==> src/rtl/medidor_eco.sv <==
// ---------------------------------------------------------------------------
// medidor_eco -- HC-SR04 echo-pulse range meter.
//
// Purpose:
//   The block is armed by a one-cycle start pulse that is issued together with
//   the trigger launch. It then waits for the echo pulse and measures the
//   pulse width in whole centimetres (truncated). A measurement ends in one
//   of two ways: the echo falls, or the measurement runs out of time after
//   TIMEOUT_CICLOS cycles counted from the arm. In both cases the block gives
//   a one-cycle valido strobe.
//
// Parameters:
//   CICLOS_CM      clk cycles per centimetre of range (default 1450)
//   MAX_CM         saturation value of the distance result (default 400)
//   TIMEOUT_CICLOS cycles allowed from arm to echo fall (default 950000)
//
// Ports:
//   clk          in   25 MHz clock, single domain
//   rst_n        in   synchronous, active-low reset
//   start        in   one-cycle arm pulse (only honoured when idle)
//   echo         in   raw echo pin, asynchronous to clk
//   distancia    out  [8:0] last measured range in cm
//   valido       out  one-cycle strobe when distancia and the flags update
//   fuera_rango  out  last result saturated at MAX_CM
//   timeout      out  last measurement expired
//   ocupado      out  high in every state other than REPOSO
//
// Configuration macro:
//   MEDIDOR_ECO_FILTRO_EN  when defined, adds a glitch filter after the
//                          synchronizer. The filtered echo takes a new value
//                          only after 4 equal samples in a row, which adds
//                          4 cycles of latency to both edges.
//
// Latency: valido rises 3 cycles after the first clock edge that samples
// echo=0 at the pin (7 cycles with the filter). The rising edge passes
// through the same pipeline, so the measured width is not skewed.
// ---------------------------------------------------------------------------
module medidor_eco #(
  parameter int CICLOS_CM      = 1450,
  parameter int MAX_CM         = 400,
  parameter int TIMEOUT_CICLOS = 950000
) (
  input  logic       clk,
  input  logic       rst_n,
  input  logic       start,
  input  logic       echo,
  output logic [8:0] distancia,
  output logic       valido,
  output logic       fuera_rango,
  output logic       timeout,
  output logic       ocupado
);

  localparam int PW = (CICLOS_CM > 1) ? $clog2(CICLOS_CM) : 1;
  localparam int TW = $clog2(TIMEOUT_CICLOS + 1);

  typedef enum logic [1:0] {
    REPOSO,
    ESPERA_SUBIDA,
    MIDIENDO,
    LISTO
  } estado_t;

  // -------------------------------------------------------------------------
  // Two-flop synchronizer for the asynchronous echo pin
  // -------------------------------------------------------------------------
  logic r_sync1;
  logic r_sync2;

  // NOTE: every sequential block uses non-blocking assignments, so all flops
  // sample their inputs as they were before the clock edge.
  always_ff @(posedge clk) begin
    if (!rst_n) begin
      r_sync1 <= 1'b0;
      r_sync2 <= 1'b0;
    end else begin
      r_sync1 <= echo;
      r_sync2 <= r_sync1;
    end
  end

  // -------------------------------------------------------------------------
  // Optional glitch filter on the synchronized echo
  // -------------------------------------------------------------------------
  logic w_echo;

`ifdef MEDIDOR_ECO_FILTRO_EN
  logic       r_filt;
  logic [1:0] r_filt_cnt;

  // r_filt_cnt counts consecutive samples that differ from the current
  // filtered value. The fourth differing sample in a row flips the output.
  // A single agreeing sample clears the count, so short glitches are dropped.
  always_ff @(posedge clk) begin
    if (!rst_n) begin
      r_filt     <= 1'b0;
      r_filt_cnt <= 2'd0;
    end else if (r_sync2 == r_filt) begin
      r_filt_cnt <= 2'd0;
    end else if (r_filt_cnt == 2'd3) begin
      r_filt     <= r_sync2;
      r_filt_cnt <= 2'd0;
    end else begin
      r_filt_cnt <= r_filt_cnt + 2'd1;
    end
  end

  assign w_echo = r_filt;
`else
  assign w_echo = r_sync2;
`endif

  // -------------------------------------------------------------------------
  // Edge detection on the synchronized (optionally filtered) echo.
  // The edge strobes are registered. Both edges get the same extra cycle, so
  // the pulse width seen by the FSM equals the width at the pin.
  // -------------------------------------------------------------------------
  logic r_echo_d;
  logic r_subida;
  logic r_bajada;

  always_ff @(posedge clk) begin
    if (!rst_n) begin
      r_echo_d <= 1'b0;
      r_subida <= 1'b0;
      r_bajada <= 1'b0;
    end else begin
      r_echo_d <= w_echo;
      r_subida <= w_echo & ~r_echo_d;
      r_bajada <= ~w_echo & r_echo_d;
    end
  end

  // -------------------------------------------------------------------------
  // Counters: cycles since arm, cm prescaler and cm count
  // -------------------------------------------------------------------------
  estado_t       r_estado;
  logic [TW-1:0] r_ciclos;
  logic [PW-1:0] r_pre;
  logic [8:0]    r_cm;

  logic          w_pre_wrap;
  logic          w_cm_sat;
  logic [8:0]    w_cm_next;
  logic          w_expira;

  assign w_pre_wrap = (r_pre == PW'(CICLOS_CM - 1));
  assign w_cm_sat   = (r_cm >= 9'(MAX_CM));

  // The cm value as it will be after this cycle. The cycle that sees the
  // falling edge still counts as echo-high time, so a pulse of exactly
  // CICLOS_CM cycles gives 1 cm.
  assign w_cm_next  = (w_pre_wrap && !w_cm_sat) ? r_cm + 9'd1 : r_cm;

  // The cycle counter reads k after the k-th edge past the arm. This compare
  // therefore ends the measurement on edge arm+TIMEOUT_CICLOS.
  assign w_expira   = (r_ciclos == TW'(TIMEOUT_CICLOS - 1));

  // -------------------------------------------------------------------------
  // Control FSM with registered outputs
  // -------------------------------------------------------------------------
  always_ff @(posedge clk) begin
    if (!rst_n) begin
      r_estado    <= REPOSO;
      r_ciclos    <= '0;
      r_pre       <= '0;
      r_cm        <= '0;
      distancia   <= '0;
      valido      <= 1'b0;
      fuera_rango <= 1'b0;
      timeout     <= 1'b0;
      ocupado     <= 1'b0;
    end else begin
      valido <= 1'b0;

      case (r_estado)
        REPOSO: begin
          if (start) begin
            r_estado <= ESPERA_SUBIDA;
            r_ciclos <= '0;
            r_pre    <= '0;
            r_cm     <= '0;
            ocupado  <= 1'b1;
          end
        end

        ESPERA_SUBIDA: begin
          r_ciclos <= r_ciclos + TW'(1);
          // The timeout takes priority over a late rise. Otherwise the
          // counter would step past its compare value and never expire.
          if (w_expira) begin
            r_estado    <= LISTO;
            valido      <= 1'b1;
            distancia   <= '0;
            fuera_rango <= 1'b0;
            timeout     <= 1'b1;
          end else if (r_subida) begin
            r_estado <= MIDIENDO;
            r_pre    <= '0;
            r_cm     <= '0;
          end
        end

        MIDIENDO: begin
          r_ciclos <= r_ciclos + TW'(1);
          r_pre    <= w_pre_wrap ? '0 : r_pre + PW'(1);
          r_cm     <= w_cm_next;
          // A fall in the same cycle as the timeout still yields a valid
          // range, because the echo did complete within the window.
          if (r_bajada) begin
            r_estado    <= LISTO;
            valido      <= 1'b1;
            distancia   <= w_cm_next;
            fuera_rango <= (w_cm_next == 9'(MAX_CM));
            timeout     <= 1'b0;
          end else if (w_expira) begin
            r_estado    <= LISTO;
            valido      <= 1'b1;
            distancia   <= '0;
            fuera_rango <= 1'b0;
            timeout     <= 1'b1;
          end
        end

        LISTO: begin
          r_estado <= REPOSO;
          ocupado  <= 1'b0;
        end

        default: begin
          r_estado <= REPOSO;
          ocupado  <= 1'b0;
        end
      endcase
    end
  end

endmodule

==> config.mk <==
export PLATFORM = sky130hd
export DESIGN_NAME = medidor_eco
export DESIGN_NICKNAME = d
export VERILOG_FILES = /design/src/rtl/medidor_eco.sv
export SDC_FILE = /design/constraint.sdc
export NUM_CORES = 1
export LEC_CHECK = 0
export ABC_CLOCK_PERIOD_IN_PS = 2000
export CELL_PAD_IN_SITES_DETAIL_PLACEMENT = 2
export CELL_PAD_IN_SITES_GLOBAL_PLACEMENT = 2
export CORE_ASPECT_RATIO = 1.25
export CORE_MARGIN = 5
export CORE_UTILIZATION = 36
export DETAILED_ROUTE_END_ITERATION = 8
export DONT_BUFFER_PORTS = 1
export PLACE_DENSITY_LB_ADDON = 0.1
export SLEW_MARGIN = 20
export SYNTH_ARGS = -nofsm -noshare
export SYNTH_HDL_FRONTEND = slang
export SYNTH_SLANG_ARGS = --single-unit
==> constraint.sdc <==
create_clock -name clk -period 2 [get_ports clk]
set_input_delay 0.6 -clock clk [delete_from_list [all_inputs] [get_ports clk]]
set_output_delay 0.6 -clock clk [all_outputs]
set_load 0.005 [all_outputs]
== Yosys cells after proc, flatten, opt, wreduce, memory -nomap -nowiden ==
Cells that the tools add are included.
Cells by class
  add/sub/neg operators: 3
  bitwise operators: 4
  $lt $le $gt $ge: 1
  equality and inequality tests: 11
  muxes and demuxes: 32
  reduce and logical (&&, ||, !) cells: 12
Operator list (count)
  $mux W9: 6
  $mux W11: 4
  $pmux W20 S2: 1
  $pmux W11 S3: 1
  $pmux W9 S3: 1
  $add A20 B1 Y20 const B: 1
  $eq A20 B20 Y1 const B: 1
  $mux W20: 1
  $pmux W9 S2: 1
  $add A11 B1 Y11 const B: 1
  $eq A11 B11 Y1 const B: 1
  $mux W2: 5
  $add A9 B1 Y9 const B: 1
  $eq A9 B9 Y1 const B: 1
  $ge A9 B9 Y1 const B: 1
  $pmux W1 S2: 4
  $pmux W2 S4: 1
  $mux W1: 7
  $ne A2 B2 Y1 const B: 3
  $ne A3 B3 Y1 const B: 2
  $reduce_bool A2 Y1: 3
  $eq A2 B2 Y1 const B: 2
  $reduce_and A2 Y1: 2
  $reduce_and A4 Y1: 1
  9 further kinds: 11
Storage, ports and cells
  logic and storage cells: 77
  input bits: 4
  output and inout port bits: 13
  bits in registers: 60

== Logic depth before layout (Yosys ltp) ==
Gate-level depths: netlist of the first run.
  depth in word-level cells: 7
  mapped depth: 8
  mapped depth without buffers: 7

== Worst setup path before layout of the first run ==
Ideal clock, no wire load.
  path kind: register -> register
  from: register r_pre[0]
  to: register distancia[1]
  period minus slack after synthesis: 1999 ps
  data required time: 1877 ps
  path slack: 1 ps
  arrival: 1876 ps
  cell stages (with the launch flop): 8
  setup time: 123 ps
  buffers on the path: 1
  cell sequence: dfxtp_1 -> ha_1 -> nand4_1 -> nor4b_4 -> buf_6 -> mux2i_1 -> a21oi_1 -> a311o_2
On the way
  cells in the longest elaborated chain, start to end: 5
Ends and longest elaborated chain
  start, declared: line 139  | logic [PW-1:0] r_pre;
  start signal, assigned: line 206  | r_pre <= w_pre_wrap ? '0 : r_pre + PW'(1);
  $eq A11 B11 Y1: line 147  | assign w_pre_wrap = (r_pre == PW'(CICLOS_CM - 1));
  $logic_and A1 B1 Y1: line 153  | assign w_cm_next = (w_pre_wrap && !w_cm_sat) ? r_cm + 9'd1 : r_cm;
  $mux W9: line 153
  $mux W9: line 210  | if (r_bajada) begin
  $pmux W9 S2: line 176  | case (r_estado)
  end signal, assigned: line 213  | distancia <= w_cm_next;
  end, declared: line 47  | output logic [8:0] distancia,
Every way passes these cells.
A chain may end at the register's enable or synchronous reset.

== Worst setup path after layout of the first run ==
  from: register r_ciclos[1]
  to: register r_pre[1]
On the way
  cells in the longest elaborated chain, start to end: 3
Ends and longest elaborated chain
  start, declared: line 138  | logic [TW-1:0] r_ciclos;
  start signal, assigned: line 188  | r_ciclos <= r_ciclos + TW'(1);
  start signal, assigned: line 205  | r_ciclos <= r_ciclos + TW'(1);
  $eq A20 B20 Y1: line 157  | assign w_expira = (r_ciclos == TW'(TIMEOUT_CICLOS - 1));
  $ne A2 B2 Y1 (no source line)
  $reduce_and A4 Y1 (no source line)
Every way passes these cells.

==> results of run 1 <==
==> critical path, stage by stage, from the launching register on <==
cell and delay, ns:
sky130_fd_sc_hd__dfxtp_2 0.36, sky130_fd_sc_hd__ha_4 0.15, sky130_fd_sc_hd__buf_4 0.10, sky130_fd_sc_hd__and4b_1 0.23, sky130_fd_sc_hd__and4_4 0.27, sky130_fd_sc_hd__a21o_4 0.16, sky130_fd_sc_hd__a21boi_4 0.06, sky130_fd_sc_hd__buf_4 0.14
sky130_fd_sc_hd__a2111oi_2 0.39
==> sequential cells by signal (all words and copies together) (netlist names) <==
name,flops
r_bajada,1
r_cm,9
timeout,1
r_pre,11
r_ciclos,20
r_sync2,1
r_subida,1
r_sync1,1
fuera_rango,1
ocupado,1
valido,1
r_estado,2
r_echo_d,1
distancia,9
==> per-layer routing <==
metal  vias up  share of wire [%]  track usage, %
met5         -                  0               0
met1      1530                 42            23.3
met4         0                2.0            8.76
met3        17                2.6            3.99
met2        37                 54            38.5
li1       1455                  -               -
==> report_power, final <==
group | total, uW | switching (uW) | internal, uW
clock | 1020 | 489 | 533
combinational | 1480 | 805 | 678
sequential | 1310 | 52.3 | 1260
==> worst paths after layout <==
kind                             from               endpoint  slack, ns  cells past startpoint
max reg2reg  r_ciclos[1]$_SDFFE_PN0P_  r_pre[1]$_SDFFE_PN0P_      0.007                      8
min                              echo     r_sync1$_SDFF_PN0_       0.38                      1
min reg2reg       r_echo_d$_SDFF_PN0_    r_subida$_SDFF_PN0_       0.42                      1
max          r_ciclos[1]$_SDFFE_PN0P_  r_pre[1]$_SDFFE_PN0P_      0.007                      8
==> placed cells by master, fill, tap and decap left out, types with 11 or more instances in the layout <==
cell	n
sky130_fd_sc_hd__dfxtp_1	56
sky130_fd_sc_hd__buf_4	54
sky130_fd_sc_hd__nand2_1	25
sky130_fd_sc_hd__nor2_1	22
sky130_fd_sc_hd__o21ai_0	20
sky130_fd_sc_hd__xnor2_1	17
sky130_fd_sc_hd__inv_1	15
sky130_fd_sc_hd__nor3_1	15
sky130_fd_sc_hd__clkbuf_8	12
sky130_fd_sc_hd__a21oi_1	11
==> kinds of logic after synthesis <==
group | synth area share [%]
buffers and inverters | 4.65
multiplexers | 0.614
AO/OA/AOI/OAI | 19.1
flip-flops | 36.9
AND/OR/NAND/NOR | 28.0
adder cells (fa/ha/maj) | 3.46
XOR/XNOR | 7.26
==> synthesized netlist by cell type (5+ instances only) <==
library cell                instances  area share [%]
sky130_fd_sc_hd__dfxtp_1           60              37
sky130_fd_sc_hd__nand2_1           27             3.1
sky130_fd_sc_hd__nor2_1            22             2.5
sky130_fd_sc_hd__o21ai_0           20             3.1
sky130_fd_sc_hd__xnor2_1           17             4.6
sky130_fd_sc_hd__inv_1             16             1.8
sky130_fd_sc_hd__nor3_1            16             2.5
sky130_fd_sc_hd__a21oi_1           12             1.8
sky130_fd_sc_hd__clkbuf_1          11             1.3
sky130_fd_sc_hd__or3_1             11             2.1
sky130_fd_sc_hd__and3_1            10             1.9
sky130_fd_sc_hd__nand4_1           10             1.9
sky130_fd_sc_hd__xor2_1            10             2.7
sky130_fd_sc_hd__ha_1               9             3.5
sky130_fd_sc_hd__nand3_1            9             1.4
sky130_fd_sc_hd__a22oi_1            8             1.8
sky130_fd_sc_hd__and2_1             8             1.5
sky130_fd_sc_hd__o2bb2ai_1          8             2.2
sky130_fd_sc_hd__nor4_1             7             1.3
sky130_fd_sc_hd__nor4b_1            5             1.3
sky130_fd_sc_hd__o22ai_1            5            0.96
==> layout make-up <==
cell class | instances | share of cell area (%)
multi-input cells | 276 | 50.9
flip-flops and latches | 60 | 29.2
repair buffers | 56 | 10.6
clock buffers | 12 | 4.00
well taps | 120 | 3.63
inverters | 16 | 1.45
clock inverters | 2 | 0.242
==> through the flow <==
step	TNS, ns	hold WS [ns]	cells
floorplan	0	0.383	370
global placement	0	0.392	523
detailed placement	-0.825	0.410	523
CTS	0	0.367	537
global route	-0.287	0.369	542
finish	0	0.379	542
==> what timing repair did <==
| item | CTS | global route |
|---|---|---|
| buffers inserted | 0 | 5 |
| hold buffers | 0 | 0 |
| setup endpoints to repair | 28 | 35 |
| pin swaps | 2 | 7 |
| resized for setup | 14 | 28 |
==> flow_summary.ini, run 1 <==
[global_routing]
grt_usage_pct = 20.9
grt_first_pass_wirelength_mm = 17.6
global_route.overflow_total = 0
via_count_of_the_first_global_routing_pass = 3441
grt_max_degree = 32
antenna_found_initial = 0

[timing]
worstMarginPinSlew_ns = 0.346
unrepaired_setup_endpoints_after_global_routing = yes
period_share_pct = 99.6
relSlewSlack_pct = 76.9
final_critical_path_setup_slack_ns = 0.00710
timing.final.crit_period_ns = 1.99
total_of_endpoints_with_negative_setup_slack_in_the_final_report = 0
clock-skew-final_ns = 0.0121
timing_hold_violations_final = 0
max_clock_freq_mhz = 502
timing_max_transition_violations_final = 0

[synthesis]
synthesis.nets = 383
number_of_synthesized_flops_with_an_enable_pin = 0
ys_ff_latch = 60
synth-async-reset-ratio_pct = 0
synth_cell_types = 64
syn_avg_cell_area_um2 = 8.81
synth-seq-area-share_pct = 36.9
synthFlopType = sky130_fd_sc_hd__dfxtp_1
yosys_warnings = 0
synth_cells = 370
post_synth_instance_area_um2 = 3260

[final_layout]
seqCellArea_um2 = 1210
area_growth_syn_to_layout_pct = 26.9
finalCoreUtilization_pct = 47.3
final.fill_count = 975
drive_gt1_share_pct = 28.4
antenna_cells_inserted = 0
combined_area_of_the_multi_input_logic_cells_um2 = 2100
final_net_count = 432
final_cell_area_um2 = 4130

[placed_design]
gp_congestion = 0.751
number_of_input_and_output_port_buffers_inserted = 0
dp_hpwl_mm = 7.86
placed_cell_area_um2 = 3710
pre_cts_ws_ns = -0.119

[setup_path]
critical_path_required_ns = 2.23
critPathMaxFanout = 4
crit_arrival_ns = 2.22
setup.worst_path.start_class = register
setup_cp_type = reg2reg
setup_crit_end_kind = register

[pwr]
vdd_drop_max_v = 0.000444
total_power_uw = 3820
power_leakage_uw = 0.00151
power-per-cell-area_nw_per_um2 = 924

[floorplan]
io_pins = 17
floorplan.die_area_um2 = 11100
die_x_um = 95.1
coreArea_um2 = 8750
initial_utilization_pct = 37.2
die_h_um = 116
rows = 38

[routing]
drtIter0Drc = 48
route.detailed.drc = 0
final_antenna_net_count = 0
route.vias.total = 3039
drt-total-wl_mm = 11.0
number_of_detailed_routing_iterations_run_before_antenna_repair = 4
avgRoutedWirePerCell_um = 20.2
avgViaCountPerCell = 5.61

[clock_network]
cts.reportedPaths.clkPinSlew_ns = 0.06
clk_path_buf_depth = 2
cts_tree = done
clock_latency_ns = 0.36
cts.sink_count = 60
cts_buffers = 9
clock_tree.htree_level_count = 3
clk_root_buffer_cell = sky130_fd_sc_hd__clkbuf_8

[outcome]
status = complete, no violations

[job]
drv.max_cap_violation_count = 0

[min_path]
hp-class = in2reg
Power figures use the tool's default switching activity.
==> inputs of run 2 (changes only) <==
--- a/config.mk
+++ b/config.mk
@@ -11,6 +11,7 @@
 export CORE_ASPECT_RATIO = 1.25
 export CORE_MARGIN = 5
 export CORE_UTILIZATION = 36
+export CTS_CLUSTER_SIZE = 40
 export DETAILED_ROUTE_END_ITERATION = 8
 export DONT_BUFFER_PORTS = 1
 export PLACE_DENSITY_LB_ADDON = 0.1
==> results of run 2 <==
Same layout as run 1: the final DEF is identical, and so are final timing and power.
==> inputs of run 3 (changes only) <==
--- a/config.mk
+++ b/config.mk
@@ -5,16 +5,17 @@
 export SDC_FILE = /design/constraint.sdc
 export NUM_CORES = 1
 export LEC_CHECK = 0
-export ABC_CLOCK_PERIOD_IN_PS = 2000
+export ABC_CLOCK_PERIOD_IN_PS = 1700
 export CELL_PAD_IN_SITES_DETAIL_PLACEMENT = 2
 export CELL_PAD_IN_SITES_GLOBAL_PLACEMENT = 2
 export CORE_ASPECT_RATIO = 1.25
-export CORE_MARGIN = 5
+export CORE_MARGIN = 1
 export CORE_UTILIZATION = 36
 export CTS_CLUSTER_SIZE = 40
 export DETAILED_ROUTE_END_ITERATION = 8
 export DONT_BUFFER_PORTS = 1
 export PLACE_DENSITY_LB_ADDON = 0.1
+export RECOVER_POWER = 100
 export SLEW_MARGIN = 20
 export SYNTH_ARGS = -nofsm -noshare
 export SYNTH_HDL_FRONTEND = slang
==> constraint.sdc (replaced) <==
create_clock -name clk -period 1.7 [get_ports clk]
set_input_delay 0.51 -clock clk [delete_from_list [all_inputs] [get_ports clk]]
set_output_delay 0.51 -clock clk [all_outputs]
set_load 0.005 [all_outputs]
==> run 3 against run 2 <==
Compared with the run above:
- the flow now stops in 4_1_cts
- synthesized cell count did not move
- synthesized area did not move
==> flow_summary.ini, run 3 <==
[clock_network]
clk_root_buffer_cell = sky130_fd_sc_hd__clkbuf_8
clock_tree.htree_level_count = 3
post_cts.repair.setup_buffers = 13
post_cts_hold_buffer_count = 0
clk_path_buf_depth = 2
cts_buffers = 9
cts_repair_resize_count = 105
cts.sink_count = 60

[synthesis]
synth.most_common_cell = sky130_fd_sc_hd__dfxtp_1
synth_area_leaders = sky130_fd_sc_hd__dfxtp_1 (37%), sky130_fd_sc_hd__xnor2_1 (4.6%), sky130_fd_sc_hd__ha_1 (3.5%), sky130_fd_sc_hd__nand2_1 (3.1%), sky130_fd_sc_hd__o21ai_0 (3.1%)
ys_top_cells_by_count = sky130_fd_sc_hd__dfxtp_1 (60), sky130_fd_sc_hd__nand2_1 (27), sky130_fd_sc_hd__nor2_1 (22)
synthFlopType = sky130_fd_sc_hd__dfxtp_1
synth_cell_types = 64
synth_cells = 370
syn_avg_cell_area_um2 = 8.81
yosys_warnings = 0
netlist.area_leader.share_pct = 36.9
synth-seq-area-share_pct = 36.9
post_synth_instance_area_um2 = 3260
synth-async-reset-ratio_pct = 0
synthesis.nets = 383
synthDominantAreaCellType = sky130_fd_sc_hd__dfxtp_1
ys_ff_latch = 60
number_of_synthesized_flops_with_an_enable_pin = 0

[floorplan]
initial_utilization_pct = 37.2
io_pins = 17
die_x_um = 87.1
rows = 38
die_h_um = 108

[placed_design]
dp_cells = 577
gp_congestion = 0.796
number_of_input_and_output_port_buffers_inserted = 0
dp_hpwl_mm = 8.84

[outcome]
run.stop_error = [ERROR DPL-0033] detailed placement checks failed during check placement.
status = aborted with a tool error
lastStage = 4_1_cts
## run 3: logic make-up after synthesis
| kind of cell | synth area share, % |
|---|---|
| AO/OA/AOI/OAI | 19.1 |
| XOR/XNOR | 7.26 |
| adder cells (fa/ha/maj) | 3.46 |
| buffers and inverters | 4.65 |
| flip-flops | 36.9 |
| multiplexers | 0.614 |
| AND/OR/NAND/NOR | 28.0 |
## run 3: per-stage QoR
step	hold slack (ns)	setup slack, ns	cell area (um^2)	utilization [%]
floorplan	0.383	-0.187	3420	-
global placement	0.387	-0.217	4250	48.6
detailed placement	0.409	-0.374	4250	48.6
==> inputs of run 4 (changes only) <==
==> config.mk (replaced) <==
export PLATFORM = sky130hd
export DESIGN_NAME = medidor_eco
export DESIGN_NICKNAME = d
export VERILOG_FILES = /design/src/rtl/medidor_eco.sv
export SDC_FILE = /design/constraint.sdc
export NUM_CORES = 1
export LEC_CHECK = 0
export ABC_CLOCK_PERIOD_IN_PS = 2200
export CORE_MARGIN = 1
export CORE_UTILIZATION = 25
export DETAILED_ROUTE_END_ITERATION = 8
export DONT_BUFFER_PORTS = 1
export PLACE_DENSITY_LB_ADDON = 0.15
export RECOVER_POWER = 100
export SLEW_MARGIN = 20
export SYNTH_ARGS = -nofsm -noshare
export SYNTH_HDL_FRONTEND = slang
export SYNTH_SLANG_ARGS = --single-unit
==> constraint.sdc (replaced) <==
create_clock -name clk -period 2.2 [get_ports clk]
set_input_delay 0.66 -clock clk [delete_from_list [all_inputs] [get_ports clk]]
set_output_delay 0.66 -clock clk [all_outputs]
set_load 0.005 [all_outputs]
==> run 4 against run 3 <==
Compared with the run above:
- the flow now finishes without violations
==> flow_summary.ini, run 4 (synthesis gave the netlist of run 1 again) <==
[final_layout]
mostFrequentLayoutCell = sky130_fd_sc_hd__dfxtp_1
antenna_cells_inserted = 0
final_cell_area_um2 = 3840
final.fill_count = 1354
seqCellArea_um2 = 1200
layout.cells.most_common_list = sky130_fd_sc_hd__dfxtp_1 (60), sky130_fd_sc_hd__nand2_1 (27), sky130_fd_sc_hd__nor2_1 (22), sky130_fd_sc_hd__o21ai_0 (20), sky130_fd_sc_hd__buf_4 (19)
final_net_count = 400
combined_area_of_the_multi_input_logic_cells_um2 = 1920
area_growth_syn_to_layout_pct = 17.7
largest_register_ffs = 20
layout_top_registers = r_ciclos (20), r_pre (11)
drive_gt1_share_pct = 14.6
max_flop_register = r_ciclos

[job]
drv.max_cap_violation_count = 0

[floorplan]
die_h_um = 116
die_x_um = 116
coreArea_um2 = 12700
floorplan.die_area_um2 = 13500
rows = 41
initial_utilization_pct = 25.7
io_pins = 17

[setup_path]
worstReg2RegStart = r_pre[0]$_SDFFE_PN0P_
crit-reg2reg-capture = distancia[1]$_SDFFE_PN0N_
rrSetupSlack_ns = 0.14
setup_crit_end_kind = register
crit_arrival_ns = 2.27
critical_path_required_ns = 2.41
critPathMaxFanout = 5
crit_path_start = r_pre[0]$_SDFFE_PN0P_
crit_path_end = distancia[1]$_SDFFE_PN0N_
reg2reg_depth = 6
setup.worst_path.start_class = register
setup_cp_type = reg2reg

[routing]
drtIter0Drc = 227
route.vias.total = 2768
avgViaCountPerCell = 4.93
met3RoutedLength_um = 189
final_antenna_net_count = 0
route.detailed.drc = 0
number_of_detailed_routing_iterations_run_before_antenna_repair = 4
avgRoutedWirePerCell_um = 15.3
highest-signal-layer = met4
wl_met2_mm = 4.14
wl_met1_mm = 4.19
drt-total-wl_mm = 8.61

[placed_design]
pre_cts_ws_ns = -0.0234
gp_congestion = 0.739
placed_cell_area_um2 = 3570
number_of_input_and_output_port_buffers_inserted = 0
dp_hpwl_mm = 6.16

[timing]
period_share_pct = 93.7
final_critical_path_setup_slack_ns = 0.140
timing_hold_violations_final = 0
max_clock_freq_mhz = 485
timing_max_transition_violations_final = 0
unrepaired_setup_endpoints_after_global_routing = no
relSlewSlack_pct = 45.2
finalSetupTns_ns = 0
whs_ns = 0.408
worstMarginPinSlew_ns = 0.822
clock-skew-final_ns = 0.00907
timing.final.crit_period_ns = 2.06
total_of_endpoints_with_negative_setup_slack_in_the_final_report = 0

[pwr]
power_leakage_uw = 0.00133
switching_power_uw = 1080
total_power_uw = 3330
vdd_drop_max_v = 0.000406
p_seq_share_pct = 35.8
sw_frac_of_total_pct = 32.6
clkPwrFrac_pct = 37.8
power-per-cell-area_nw_per_um2 = 868
comb_power_share_pct = 26.4
total_internal_power_uw = 2250

[clock_network]
clk_root_buffer_cell = sky130_fd_sc_hd__clkbuf_16
clk_path_buf_depth = 2
cts.sink_count = 60
cts_buffers = 9
clock_latency_ns = 0.33
cts_tree = done
clock_tree.htree_level_count = 3
post_cts_hold_buffer_count = 0
cts.reportedPaths.clkPinSlew_ns = 0.05

[global_routing]
grt_first_pass_wirelength_mm = 14.5
grt_usage_pct = 14.0
global_route.overflow_total = 0
via_count_of_the_first_global_routing_pass = 2798
antenna_found_initial = 0
grt_max_degree = 32

[min_path]
hp-class = reg2reg

[outcome]
status = complete, no violations
[run 4: repair_timing]
item,4_1_cts,5_1_grt
gates resized for setup,1,4
buffers inserted,0,1
cloned,0,0
pin swaps,0,1
endpoints found under the setup margin,1,11
[run 4: final cells by class]
| class | count | share of cell area, % |
|---|---|---|
| Sequential cell | 60 | 31.3 |
| Clock buffer | 11 | 6.33 |
| Clock inverter | 3 | 0.391 |
| Inverter | 16 | 1.57 |
| Timing Repair Buffer | 24 | 4.70 |
| Multi-Input combinational cell | 276 | 50.1 |
| Tap cell | 172 | 5.61 |
[run 4: power groups by stage]
| stage | sequential (uW) | combinational (uW) | clock [uW] |
|---|---|---|---|
| after floorplan | 1200 | 580 | 0 |
| after global placement | 1210 | 882 | 0 |
| after detailed placement | 1220 | 885 | 0 |
| after CTS | 1190 | 887 | 1290 |
| after global routing | 1200 | 988 | 1340 |
| final | 1190 | 880 | 1260 |
[run 4: how the worst min path moves through the flow]
stage / end / cells past startpoint / slack [ns] / from
floorplan: r_subida$_SDFF_PN0_ / 1 / 0.38 / r_echo_d$_SDFF_PN0_
CTS: r_subida$_SDFF_PN0_ / 1 / 0.41 / r_echo_d$_SDFF_PN0_
global placement: r_subida$_SDFF_PN0_ / 1 / 0.39 / r_echo_d$_SDFF_PN0_
global route: r_subida$_SDFF_PN0_ / 1 / 0.43 / r_echo_d$_SDFF_PN0_
finish: r_subida$_SDFF_PN0_ / 1 / 0.41 / r_echo_d$_SDFF_PN0_
detailed placement: r_subida$_SDFF_PN0_ / 1 / 0.40 / r_echo_d$_SDFF_PN0_
[run 4: critical path, cell delays in order, from the launching register on]
cell	delay [ns]
sky130_fd_sc_hd__dfxtp_1	0.40
sky130_fd_sc_hd__ha_1	0.19
sky130_fd_sc_hd__nand4_1	0.20
sky130_fd_sc_hd__nor4b_4	0.32
sky130_fd_sc_hd__mux2i_2	0.36
sky130_fd_sc_hd__a21oi_1	0.12
sky130_fd_sc_hd__a311o_2	0.35
[run 4: routing by layer]
metal | vias to the layer above | track usage (%)
met1 | 1336 | 18.1
li1 | 1399 | -
met4 | 0 | 4.79
met2 | 27 | 23.0
met3 | 6 | 3.01
met5 | - | 0
[run 4: per-stage QoR]
stage          instances  utilization (%)
2_1_floorplan        370                -
3_3_place_gp         547             28.2
3_5_place_dp         547             28.2
4_1_cts              561             30.2
5_1_grt              562             30.3
6_report             562             30.3
